$ cat config.mk
export PLATFORM = sky130hd
export DESIGN_NAME = lsb_queue
export DESIGN_NICKNAME = d
export VERILOG_FILES = /design/src/rtl/lsb_queue_pkg.sv /design/src/rtl/lsb_load_ext.sv /design/src/rtl/lsb_queue.sv
export SDC_FILE = /design/constraint.sdc
export NUM_CORES = 2
export LEC_CHECK = 0
export BUFFER_PORTS_ARGS = -buffer_cell sky130_fd_sc_hd__buf_2
export CORE_MARGIN = 5
export CORE_UTILIZATION = 25
export CTS_CLUSTER_DIAMETER = 60
export CTS_CLUSTER_SIZE = 24
export DETAILED_ROUTE_END_ITERATION = 10
export PLACE_DENSITY = 0.48
export SLEW_MARGIN = 20
export SYNTH_ARGS = -nofsm -noshare
export SYNTH_HDL_FRONTEND = slang
export SYNTH_SLANG_ARGS = --single-unit
$ cat constraint.sdc
create_clock -name clk_in -period 13.5 [get_ports clk_in]
set_input_delay 0.675 -clock clk_in [delete_from_list [all_inputs] [get_ports clk_in]]
set_output_delay 0.675 -clock clk_in [all_outputs]
set_load 0.005 [all_outputs]
$ cat src/rtl/lsb_queue_pkg.sv
`default_nettype none
// ==========================================================================
// lsb_queue_pkg : shared encodings, sizes and helpers for the load/store buffer
// Rev 1.0
// ==========================================================================
package lsb_queue_pkg;

   localparam int          LSB_SIZE_BIT = 3;
   localparam int          ROB_SIZE_BIT = 5;
   localparam int          LSB_SIZE     = 1 << LSB_SIZE_BIT;
   localparam logic [31:0] IO_BASE      = 32'h0003_0000;

   localparam logic [2:0] OP_LB  = 3'd0;
   localparam logic [2:0] OP_LH  = 3'd1;
   localparam logic [2:0] OP_LW  = 3'd2;
   localparam logic [2:0] OP_SW  = 3'd3;
   localparam logic [2:0] OP_LBU = 3'd4;
   localparam logic [2:0] OP_LHU = 3'd5;
   localparam logic [2:0] OP_SB  = 3'd6;
   localparam logic [2:0] OP_SH  = 3'd7;

   localparam logic [1:0] LEN_BYTE = 2'd0;
   localparam logic [1:0] LEN_HALF = 2'd1;
   localparam logic [1:0] LEN_WORD = 2'd2;

   localparam logic [1:0] ST_IDLE  = 2'd0;
   localparam logic [1:0] ST_BUSY  = 2'd1;
   localparam logic [1:0] ST_DRAIN = 2'd2;

   typedef logic [LSB_SIZE_BIT-1:0] ptr_t;
   typedef logic [LSB_SIZE_BIT:0]   cnt_t;
   typedef logic [ROB_SIZE_BIT-1:0] rob_t;

   typedef struct packed {
      logic        valid;
      logic [2:0]  op;
      rob_t        rob;
      logic [31:0] imm;
      logic [31:0] vj;
      logic [31:0] vk;
      logic        j_rdy;
      logic        k_rdy;
      rob_t        qj;
      rob_t        qk;
   } entry_t;

   function automatic logic is_store(input logic [2:0] op);
      is_store = (op == OP_SW) || (op == OP_SB) || (op == OP_SH);
   endfunction

   function automatic logic [1:0] op_len(input logic [2:0] op);
      case (op)
         OP_LB, OP_LBU, OP_SB: op_len = LEN_BYTE;
         OP_LH, OP_LHU, OP_SH: op_len = LEN_HALF;
         default:              op_len = LEN_WORD;
      endcase
   endfunction

   // Returns {ready, value}: keeps a ready operand, otherwise picks up a matching broadcast.
   function automatic logic [32:0] snoop(
      input logic rdy, input rob_t tag, input logic [31:0] val,
      input logic a_fi, input rob_t a_tag, input logic [31:0] a_val,
      input logic b_fi, input rob_t b_tag, input logic [31:0] b_val);
      if (rdy)                       snoop = {1'b1, val};
      else if (a_fi && a_tag == tag) snoop = {1'b1, a_val};
      else if (b_fi && b_tag == tag) snoop = {1'b1, b_val};
      else                           snoop = {1'b0, val};
   endfunction

endpackage
`default_nettype wire

$ cat src/rtl/lsb_load_ext.sv
`default_nettype none
// ==========================================================================
// lsb_load_ext : sign/zero extension of raw memory data by load opcode
// Rev 1.0
// ==========================================================================
module lsb_load_ext
   import lsb_queue_pkg::*;
(
   input  logic [2:0]  op_i,
   input  logic [31:0] raw_i,
   output logic [31:0] value_o
);

   always_comb begin
      value_o = '0;
      case (op_i)
         OP_LB:   value_o = {{24{raw_i[7]}}, raw_i[7:0]};
         OP_LH:   value_o = {{16{raw_i[15]}}, raw_i[15:0]};
         OP_LW:   value_o = raw_i;
         OP_LBU:  value_o = {24'd0, raw_i[7:0]};
         OP_LHU:  value_o = {16'd0, raw_i[15:0]};
         default: value_o = '0;
      endcase
   end

endmodule
`default_nettype wire

$ cat src/rtl/lsb_queue.sv
`default_nettype none
// ==========================================================================
// lsb_queue : in-order load/store buffer between dispatch and memory controller
// Rev 1.0
// ==========================================================================
module lsb_queue
   import lsb_queue_pkg::*;
(
   input  logic                    clk_in,
   input  logic                    rst_n_in,
   input  logic                    rdy_in,
   output logic                    lsb_full,
   input  logic                    lsb_input,
   input  logic [2:0]              lsb_op,
   input  logic [ROB_SIZE_BIT-1:0] lsb_rob_in,
   input  logic [31:0]             lsb_imm,
   input  logic [31:0]             lsb_vj,
   input  logic [31:0]             lsb_vk,
   input  logic                    lsb_qj_rdy,
   input  logic                    lsb_qk_rdy,
   input  logic [ROB_SIZE_BIT-1:0] lsb_qj,
   input  logic [ROB_SIZE_BIT-1:0] lsb_qk,
   input  logic                    rs_fi,
   input  logic [ROB_SIZE_BIT-1:0] rs_rob_id,
   input  logic [31:0]             rs_value,
   input  logic [ROB_SIZE_BIT-1:0] rob_head_id,
   input  logic                    rob_clear,
   output logic                    mem_req,
   output logic                    mem_we,
   output logic [1:0]              mem_len,
   output logic [31:0]             mem_addr,
   output logic [31:0]             mem_wdata,
   input  logic                    mem_done,
   input  logic [31:0]             mem_rdata,
   output logic                    lsb_fi,
   output logic [ROB_SIZE_BIT-1:0] lsb_rob_id,
   output logic [31:0]             lsb_value
);

   entry_t      entry_q [LSB_SIZE];
   entry_t      entry_d [LSB_SIZE];
   ptr_t        head_q, head_d, tail_q, tail_d;
   cnt_t        count_q, count_d;
   logic [1:0]  state_q, state_d;

   logic        mem_req_q, mem_req_d, mem_we_q, mem_we_d;
   logic [1:0]  mem_len_q, mem_len_d;
   logic [31:0] mem_addr_q, mem_addr_d, mem_wdata_q, mem_wdata_d;
   logic        lsb_fi_q, lsb_fi_d;
   rob_t        lsb_rob_id_q, lsb_rob_id_d;
   logic [31:0] lsb_value_q, lsb_value_d;

   logic        head_valid, head_j_rdy, head_k_rdy, head_store, head_needs_commit;
   logic [2:0]  head_op;
   rob_t        head_rob;
   logic [31:0] head_addr, head_vk, ext_value;
   logic        issue, pop, push;

   assign head_valid = entry_q[head_q].valid;
   assign head_j_rdy = entry_q[head_q].j_rdy;
   assign head_k_rdy = entry_q[head_q].k_rdy;
   assign head_op    = entry_q[head_q].op;
   assign head_rob   = entry_q[head_q].rob;
   assign head_vk    = entry_q[head_q].vk;
   assign head_addr  = entry_q[head_q].vj + entry_q[head_q].imm;
   assign head_store = is_store(head_op);

   // Stores and IO loads have side effects, so they wait until they are the ROB head.
   assign head_needs_commit = head_store || (head_addr >= IO_BASE);

   assign issue = rdy_in && !rob_clear && (state_q == ST_IDLE) && head_valid && head_j_rdy
                  && (!head_store || head_k_rdy)
                  && (!head_needs_commit || head_rob == rob_head_id);
   assign pop   = rdy_in && !rob_clear && (state_q == ST_BUSY) && mem_done;
   assign push  = rdy_in && !rob_clear && lsb_input && (count_q != cnt_t'(LSB_SIZE));

   assign lsb_full = (count_q == cnt_t'(LSB_SIZE))
                     || ((count_q == cnt_t'(LSB_SIZE - 1)) && lsb_input && !pop);

   lsb_load_ext u_load_ext (
      .op_i    (head_op),
      .raw_i   (mem_rdata),
      .value_o (ext_value)
   );

   always_comb begin
      for (int i = 0; i < LSB_SIZE; i++) begin
         entry_d[i] = entry_q[i];
         {entry_d[i].j_rdy, entry_d[i].vj} = snoop(entry_q[i].j_rdy, entry_q[i].qj, entry_q[i].vj,
            rs_fi, rs_rob_id, rs_value, lsb_fi_q, lsb_rob_id_q, lsb_value_q);
         {entry_d[i].k_rdy, entry_d[i].vk} = snoop(entry_q[i].k_rdy, entry_q[i].qk, entry_q[i].vk,
            rs_fi, rs_rob_id, rs_value, lsb_fi_q, lsb_rob_id_q, lsb_value_q);
         if (pop && head_q == ptr_t'(i)) entry_d[i].valid = 1'b0;
         if (push && tail_q == ptr_t'(i)) begin
            entry_d[i].valid = 1'b1;
            entry_d[i].op    = lsb_op;
            entry_d[i].rob   = lsb_rob_in;
            entry_d[i].imm   = lsb_imm;
            entry_d[i].qj    = lsb_qj;
            entry_d[i].qk    = lsb_qk;
            {entry_d[i].j_rdy, entry_d[i].vj} = snoop(lsb_qj_rdy, lsb_qj, lsb_vj,
               rs_fi, rs_rob_id, rs_value, lsb_fi_q, lsb_rob_id_q, lsb_value_q);
            {entry_d[i].k_rdy, entry_d[i].vk} = snoop(lsb_qk_rdy, lsb_qk, lsb_vk,
               rs_fi, rs_rob_id, rs_value, lsb_fi_q, lsb_rob_id_q, lsb_value_q);
         end
         if (rob_clear) entry_d[i].valid = 1'b0;
      end
   end

   always_comb begin
      head_d  = head_q;
      tail_d  = tail_q;
      count_d = count_q;
      if (rob_clear) begin
         head_d  = '0;
         tail_d  = '0;
         count_d = '0;
      end else begin
         if (pop)  head_d = head_q + ptr_t'(1);
         if (push) tail_d = tail_q + ptr_t'(1);
         count_d = count_q + cnt_t'(push) - cnt_t'(pop);
      end
   end

   always_ff @(posedge clk_in or negedge rst_n_in) begin
      if (!rst_n_in) begin
         for (int i = 0; i < LSB_SIZE; i++) entry_q[i] <= '0;
         head_q  <= '0;
         tail_q  <= '0;
         count_q <= '0;
      end else if (rdy_in) begin
         for (int i = 0; i < LSB_SIZE; i++) entry_q[i] <= entry_d[i];
         head_q  <= head_d;
         tail_q  <= tail_d;
         count_q <= count_d;
      end
   end

   always_ff @(posedge clk_in or negedge rst_n_in) begin
      if (!rst_n_in)   state_q <= ST_IDLE;
      else if (rdy_in) state_q <= state_d;
   end

   // A flushed access still owns the bus, so DRAIN waits for its mem_done.
   always_comb begin
      state_d = state_q;
      case (state_q)
         ST_IDLE:  if (issue) state_d = ST_BUSY;
         ST_BUSY: begin
            if (mem_done)       state_d = ST_IDLE;
            else if (rob_clear) state_d = ST_DRAIN;
         end
         ST_DRAIN: if (mem_done) state_d = ST_IDLE;
         default:  state_d = ST_IDLE;
      endcase
   end

   always_comb begin
      mem_req_d    = mem_req_q;
      mem_we_d     = mem_we_q;
      mem_len_d    = mem_len_q;
      mem_addr_d   = mem_addr_q;
      mem_wdata_d  = mem_wdata_q;
      lsb_fi_d     = 1'b0;
      lsb_rob_id_d = lsb_rob_id_q;
      lsb_value_d  = lsb_value_q;
      case (state_q)
         ST_IDLE: begin
            if (issue) begin
               mem_req_d   = 1'b1;
               mem_we_d    = head_store;
               mem_len_d   = op_len(head_op);
               mem_addr_d  = head_addr;
               mem_wdata_d = head_vk;
            end
         end
         ST_BUSY, ST_DRAIN: begin
            if (mem_done) begin
               mem_req_d = 1'b0;
               if (state_q == ST_BUSY && !rob_clear) begin
                  lsb_fi_d     = 1'b1;
                  lsb_rob_id_d = head_rob;
                  lsb_value_d  = ext_value;
               end
            end
         end
         default: ;
      endcase
   end

   always_ff @(posedge clk_in or negedge rst_n_in) begin
      if (!rst_n_in) begin
         mem_req_q    <= 1'b0;
         mem_we_q     <= 1'b0;
         mem_len_q    <= '0;
         mem_addr_q   <= '0;
         mem_wdata_q  <= '0;
         lsb_fi_q     <= 1'b0;
         lsb_rob_id_q <= '0;
         lsb_value_q  <= '0;
      end else if (rdy_in) begin
         mem_req_q    <= mem_req_d;
         mem_we_q     <= mem_we_d;
         mem_len_q    <= mem_len_d;
         mem_addr_q   <= mem_addr_d;
         mem_wdata_q  <= mem_wdata_d;
         lsb_fi_q     <= lsb_fi_d;
         lsb_rob_id_q <= lsb_rob_id_d;
         lsb_value_q  <= lsb_value_d;
      end
   end

   assign mem_req    = mem_req_q;
   assign mem_we     = mem_we_q;
   assign mem_len    = mem_len_q;
   assign mem_addr   = mem_addr_q;
   assign mem_wdata  = mem_wdata_q;
   assign lsb_fi     = lsb_fi_q;
   assign lsb_rob_id = lsb_rob_id_q;
   assign lsb_value  = lsb_value_q;

endmodule
`default_nettype wire

Yosys cells after proc, flatten, opt, wreduce, memory -nomap -nowiden:

Index checks and enable logic that the tools add are counted.

* add/subtract/negate cells: 5
* multipliers: 0
* div/mod/pow operators: 0
* magnitude comparators: 2
* equality and inequality tests: 83
* shift operators: 0
* multiplexer cells: 99
* bitwise operators: 1
* reductions and logical operators: 147

Operators by type and width (count)
* $mux W33: 54
* $mux W117: 10
* $bmux W117 S3: 1
* $eq A5 B5 Y1: 37
* $pmux W32 S5: 1
* $reduce_bool A3 Y1: 24
* $logic_and A1 B1 Y1: 65
* $reduce_and A3 Y1: 17
* $eq A3 B3 Y1 const B: 12
* $reduce_and A2 Y1: 18
* $add A32 B32 Y32: 1
* $ge A32 B18 Y1 const B: 1
* $ne A2 B1 Y1 const B: 16
* $mux W1: 21
* $eq A3 B2 Y1 const B: 6
* $mux W3: 4
* $reduce_and A4 Y1: 3
* $eq A3 B1 Y1 const B: 3
* $logic_not A3 Y1: 3
* $mux W2: 4
* $add A3 B1 Y3 const B: 2
* $logic_or A1 B1 Y1: 6
* $ne A2 B2 Y1 const B: 3
* $pmux W2 S3: 1
* 18 further kinds: 24

* flip-flop bits (word level): 1054
* latch bits: 0
* bits in writable memories: 0
* bits in read-only memories: 0
* input bits: 197
* output and inout bits: 107
* word-level logic and storage cells: 429
* memories kept: 0

Logic depth before layout (Yosys ltp):

* depth after elaboration: 13
* gate-level depth with buffers: 23
* mapped depth without buffers: 15

Modules after synthesis:

A second synthesis with hierarchy kept.

* cells, all modules: 6308
* area total of the unflattened synthesis: 60770.8 um2

Modules (own cells, without submodules)
* lsb_queue: instances 1, cells an instance 6237, area an instance 60177.7 um2, seq. area each 26375.3 um2
* lsb_load_ext: instances 1, cells an instance 71, area an instance 593.1 um2, seq. area each 0.0 um2

Worst setup path after synthesis:

Ideal clock, no wire load.

* path kind: flip-flop to flip-flop
* start: register head_q[0]
* end: register mem_addr_q[29] (netlist: mem_addr[29])
* library setup time: 125 ps
* arrival time: 5356 ps
* required time: 13375 ps
* setup slack: 8019 ps
* stages on the path, launching flop included: 23
* buffers on the path: 7
* period minus slack after synthesis: 5481 ps
* path through: dfrtp_1 > buf_4 > buf_2 > buf_2 > buf_1 > buf_1 > mux4_2 > nand2_1 > nand2_1 > ha_1 > inv_1 > fa_1 > nand2b_1 > a21o_1 > a2111o_1 > a21boi_2 > or3_1 > o311ai_2 > nor4b_4 > a31oi_4 > buf_6 > buf_6 > mux2_4

* word-level cells in the longest chain between the ends: 12
* elaborated cells between the ends (all ways): 22
* those cells by class: 1 x add/sub; 1 x order compare; 4 x eq/ne; 3 x mux; 1 x bitwise; 12 x reduce/logical

Ends and longest elaborated chain
* start, declared: RTL line lsb_queue.sv:42 `ptr_t head_q, head_d, tail_q, tail_d;`
* start signal, assigned: RTL line lsb_queue.sv:128 `head_q <= '0;`
* start signal, assigned: RTL line lsb_queue.sv:133 `head_q <= head_d;`
* $not A3 Y4 (not written as such) (*)
* $bmux W117 S3 (*)
* $mux W117 (not written as such) (*) (2 in series): RTL line lsb_queue.sv:65 `assign head_addr = entry_q[head_q].vj + entry_q[head_q].imm;`
* parallel branches: the longest is 8 deep, another holds $add A32 B32 Y32
* end signal, assigned: RTL line lsb_queue.sv:205 `mem_addr_q <= mem_addr_d;`
* end, declared: RTL line lsb_queue.sv:48 `logic [31:0] mem_addr_q, mem_addr_d, mem_wdata_q, mem_wdata_d;`

Every way passes the cells marked *. The select of a mux whose other input is x is not followed.
A chain may end at the register's enable or synchronous reset.

Worst setup path in the final report:

* start: register head_q[1]
* end: register mem_wdata_q[20] (netlist: mem_wdata[20])

* word-level cells in the longest chain between the ends: 12
* elaborated cells between the ends (all ways): 22
* those cells by class: 1 x add/sub; 1 x order compare; 4 x eq/ne; 3 x mux; 1 x bitwise; 12 x reduce/logical

Ends and longest elaborated chain
* $not A3 Y4 (not written as such) (*)
* $bmux W117 S3 (*)
* $mux W117 (not written as such) (*) (2 in series): RTL line lsb_queue.sv:65
* parallel branches: the longest is 8 deep, another holds $add A32 B32 Y32
* end signal, assigned: RTL line lsb_queue.sv:206 `mem_wdata_q <= mem_wdata_d;`
* end, declared: RTL line lsb_queue.sv:48

Marked as above.

==> flow_metrics.env <==
export IMPL_status="finished, final reports clean"
export IMPL_grt_usage_pct=19.4
export IMPL_end_kind="flop"
export IMPL_hp_class="in2reg"
export IMPL_worst_pin_slew_ns=1.19
export IMPL_min_period_ns=7.15
export IMPL_globalplace_congestion=0.863
export IMPL_synth_avg_cell_area_um2=9.61
export IMPL_drtIter0Drc=5388
export IMPL_path_class="reg2reg"
export IMPL_fillers=25100
export IMPL_synthFlopType="dfrtp_1"
export IMPL_power_leakage_nw=27.9
export IMPL_rsz0062_at_grt="false"
export IMPL_switching_share_pct=35.4
export IMPL_register_area_um2=26400
export IMPL_max_stage_delay_ns=0.85
export IMPL_p_sw_mw=3.88
export IMPL_min_from="lsb_imm[14]"
export IMPL_tns_ns=0
export IMPL_htree_num_levels=3
export IMPL_drtPass1Iterations=6
export IMPL_cp_slowest_cell="buf_4"
export IMPL_grt_ovfl_total=0
export IMPL_final_antenna_net_count=0
export IMPL_die_area_um2=252000
export IMPL_grt_max_degree=165
export IMPL_cap_viol_max_count=0
export IMPL_avgViaCountPerCell=5.40
export IMPL_grt_pass1_vias=50500
export IMPL_setup_viol=0
export IMPL_drc=0
export IMPL_finClkSkew_ns=0.0593
export IMPL_multi_input_area_um2=31700
export IMPL_synth_edf_count=0
export IMPL_vdd_ir_drop_max_mv=0.108
export IMPL_drive_above_1_share_pct=17.9
export IMPL_path_max_fanout=132
export IMPL_routed_wl_um=251000
export IMPL_clock_fmax_mhz=140
export IMPL_cts_buffers=102
export IMPL_port_buffers=303
export IMPL_placedCellCount=9234
export IMPL_finalCritPeriodShare_pct=52.9
export IMPL_vias=51000
export IMPL_comb_power_share_pct=30.7
export IMPL_syn_area_um2=60500
export IMPL_pwr_share_seq_pct=40.0
export IMPL_die_y_um=502
export IMPL_instances_no_fill=9439
export IMPL_cp_startpoint="head_q[1]$_DFFE_PN0P_"
export IMPL_grt_pass1_wl_um=365000
export IMPL_powerDensity_nw_per_um2=160
export IMPL_synthCells=6292
export IMPL_initial_utilization_pct=25.1
export IMPL_startpoint_type="flop"
export IMPL_drv_slew=0
export IMPL_dp_hpwl_um=150000
export IMPL_hold_viol=0
export IMPL_yosys_area_top_type_share_pct=43.6
export IMPL_synth_distinct_cells=72
export IMPL_cts_resized=0
export IMPL_die_x_um=502
export IMPL_r2r_start="head_q[1]$_DFFE_PN0P_"
export IMPL_syn_num_nets=6543
export IMPL_wl_per_cell_um=26.5
export IMPL_clkTransAtPathRegs_ns=0.09
export IMPL_worstPathCellList="buf_12, buf_4, mux4_2, nand2_1, nand2_1, ha_1, inv_1, fa_1, nand2b_1, a21o_1, a2111o_1, a21boi_2, nor2_1, o311ai_2, nor4b_4, a31oi_4, buf_4, mux2_2"
export IMPL_ys_seq_area_share_pct=43.6
export IMPL_max_slew_margin_pct=21.0
export IMPL_pwr_share_clk_pct=29.4
export IMPL_internal_power_mw=7.06
export IMPL_tritoncts="built"
export IMPL_areaGrowthSynthToFinish_pct=13.3
export IMPL_ys_warn_count=0
export IMPL_cts_root_buf="clkbuf_16"
export IMPL_ys_ff_latch=1054
export IMPL_cts_buffer_depth=3
export IMPL_core_area_um2=241000
export IMPL_ios=304
export IMPL_final_nets=6408
export IMPL_clkSinkCount=1054
export IMPL_cp_required_ns=14.13
export IMPL_yosys_area_top_type="dfrtp_1"
export IMPL_antenna_found_initial=41
export IMPL_synthArstFlopShare_pct=100
export IMPL_std_cell_rows=180
export IMPL_arrival_ns=7.78
export IMPL_synthTopCellsByArea="dfrtp_1 44%, nand2_1 10%, mux4_2 7.8%"
export IMPL_post_cts_buffers=0
export IMPL_insertion_delay_ns=0.79
export IMPL_hold_buffers=0
[synthesized netlist by cell type (4+ instances only)]
library cell / count
nand2_1: 1670
dfrtp_1: 1054
o21ai_0: 596
clkbuf_1: 477
mux2i_1: 395
o211ai_1: 392
mux4_2: 210
mux2_2: 209
o22a_1: 193
buf_1: 156
xor2_1: 140
a22oi_1: 129
a21oi_1: 99
xnor2_1: 71
o22ai_1: 69
ha_1: 52
nor2_1: 44
buf_2: 31
nor4_1: 31
inv_1: 30
nand3_1: 26
and3_1: 24
a31oi_1: 22
nor3_1: 15
nand4_1: 14
nor3b_1: 12
a21o_1: 11
and2_1: 10
o21a_1: 10
nand2b_1: 8
nor2b_1: 7
a211oi_1: 6
or3_1: 6
a31o_2: 4
and4_1: 4
o311ai_0: 4
[per-stage QoR]
stage	hold slack [ns]	worst slack, ns	utilization [%]	power, mW	area (um^2)
after detailed placement	0.457	6.51	26.9	7.76	64700
after floorplan	0.379	8.02	-	6.59	60500
final	0.162	6.35	28.4	10.9	68500
after global routing	0.152	6.16	28.4	11.5	68500
after CTS	0.0360	6.51	28.4	11.0	68400
after global placement	0.452	6.52	26.9	7.68	64700
[logic make-up (layout without fill, tap and decap cells)]
family / Yosys count / after routing / share of synthesized area, %
AND/OR/NAND/NOR: 1877 / 1877 / 12.3
buffers and inverters: 702 / 656 / 4.46
AO/OA/AOI/OAI: 1576 / 1576 / 17.0
adder cells (fa/ha/maj): 54 / 54 / 1.14
multiplexers: 818 / 818 / 18.4
XOR/XNOR: 211 / 211 / 3.06
other: 0 / 8 / 0
flip-flops: 1054 / 1054 / 43.6
[power by group through the flow]
stage | clock network, mW | registers (mW) | logic [mW]
finish | 3.21 | 4.37 | 3.36
global route | 3.40 | 4.46 | 3.66
CTS | 3.28 | 4.37 | 3.35
detailed placement | 0 | 4.42 | 3.33
global placement | 0 | 4.40 | 3.28
floorplan | 0 | 4.24 | 2.35
[cell type report]
cell class,instances,area share [%]
multi-input combinational,4536,46.2
sequential,1054,38.5
tap,3185,5.82
clock buffer,110,3.89
timing repair buffer,430,3.86
clock inverter,83,1.46
inverter,33,0.185
antenna,8,0.0292
[cells in the final DEF, fill, tap and decap left out, types with 129 or more instances in the layout]
cell,instances
nand2_1,1661
o22a_1,193
dfrtp_1,1051
mux2i_1,395
mux2_2,209
o211ai_1,392
o21ai_0,596
mux4_2,210
a22oi_1,129
buf_2,302
xor2_1,140
[routing by layer]
metal | GRT usage (%) | vias to the layer above | routed length [um]
met4 | 5.29 | 16 | 7630
met1 | 27.3 | 26000 | 110000
met3 | 3.98 | 432 | 20900
li1 | - | 22200 | -
met5 | 0 | - | 123
met2 | 30.1 | 2338 | 112000
[final timing paths]
| path | to | slack [ns] | cells past startpoint |
|---|---|---|---|
| setup / recovery | mem_wdata[20]$_DFFE_PN0P_ | 6.35 | 18 |
| hold / removal | entry_q[441]$_DFFE_PN0P_ | 0.16 | 3 |
| setup reg to reg | mem_wdata[20]$_DFFE_PN0P_ | 6.35 | 18 |
| hold reg to reg | entry_q[571]$_DFFE_PN0P_ | 0.47 | 2 |
| max in group asynchronous | entry_q[729]$_DFFE_PN0P_ | 10.25 | 5 |
| min in group asynchronous | entry_q[441]$_DFFE_PN0P_ | 0.42 | 2 |
[state kept, by name (all words and copies together) (netlist names), 2 cells and up]
signal / cells
mem_wdata: 32
tail_q: 3
mem_len: 2
head_q: 3
state_q: 2
lsb_rob_id: 5
lsb_value: 32
mem_addr: 32
count_q: 4
entry_q: 936
[worst max-delay path, delay by kind of cell (launching register included)]
| family | cells | cell delay [ns] |
|---|---|---|
| buf+inv | 4 | 2.30 |
| simple gates | 5 | 0.57 |
| flops | 1 | 0.84 |
| fa+ha+maj | 2 | 0.64 |
| mux | 2 | 0.75 |
| compound gates | 5 | 1.52 |
Note: power is estimated with default switching activity, not from simulation.
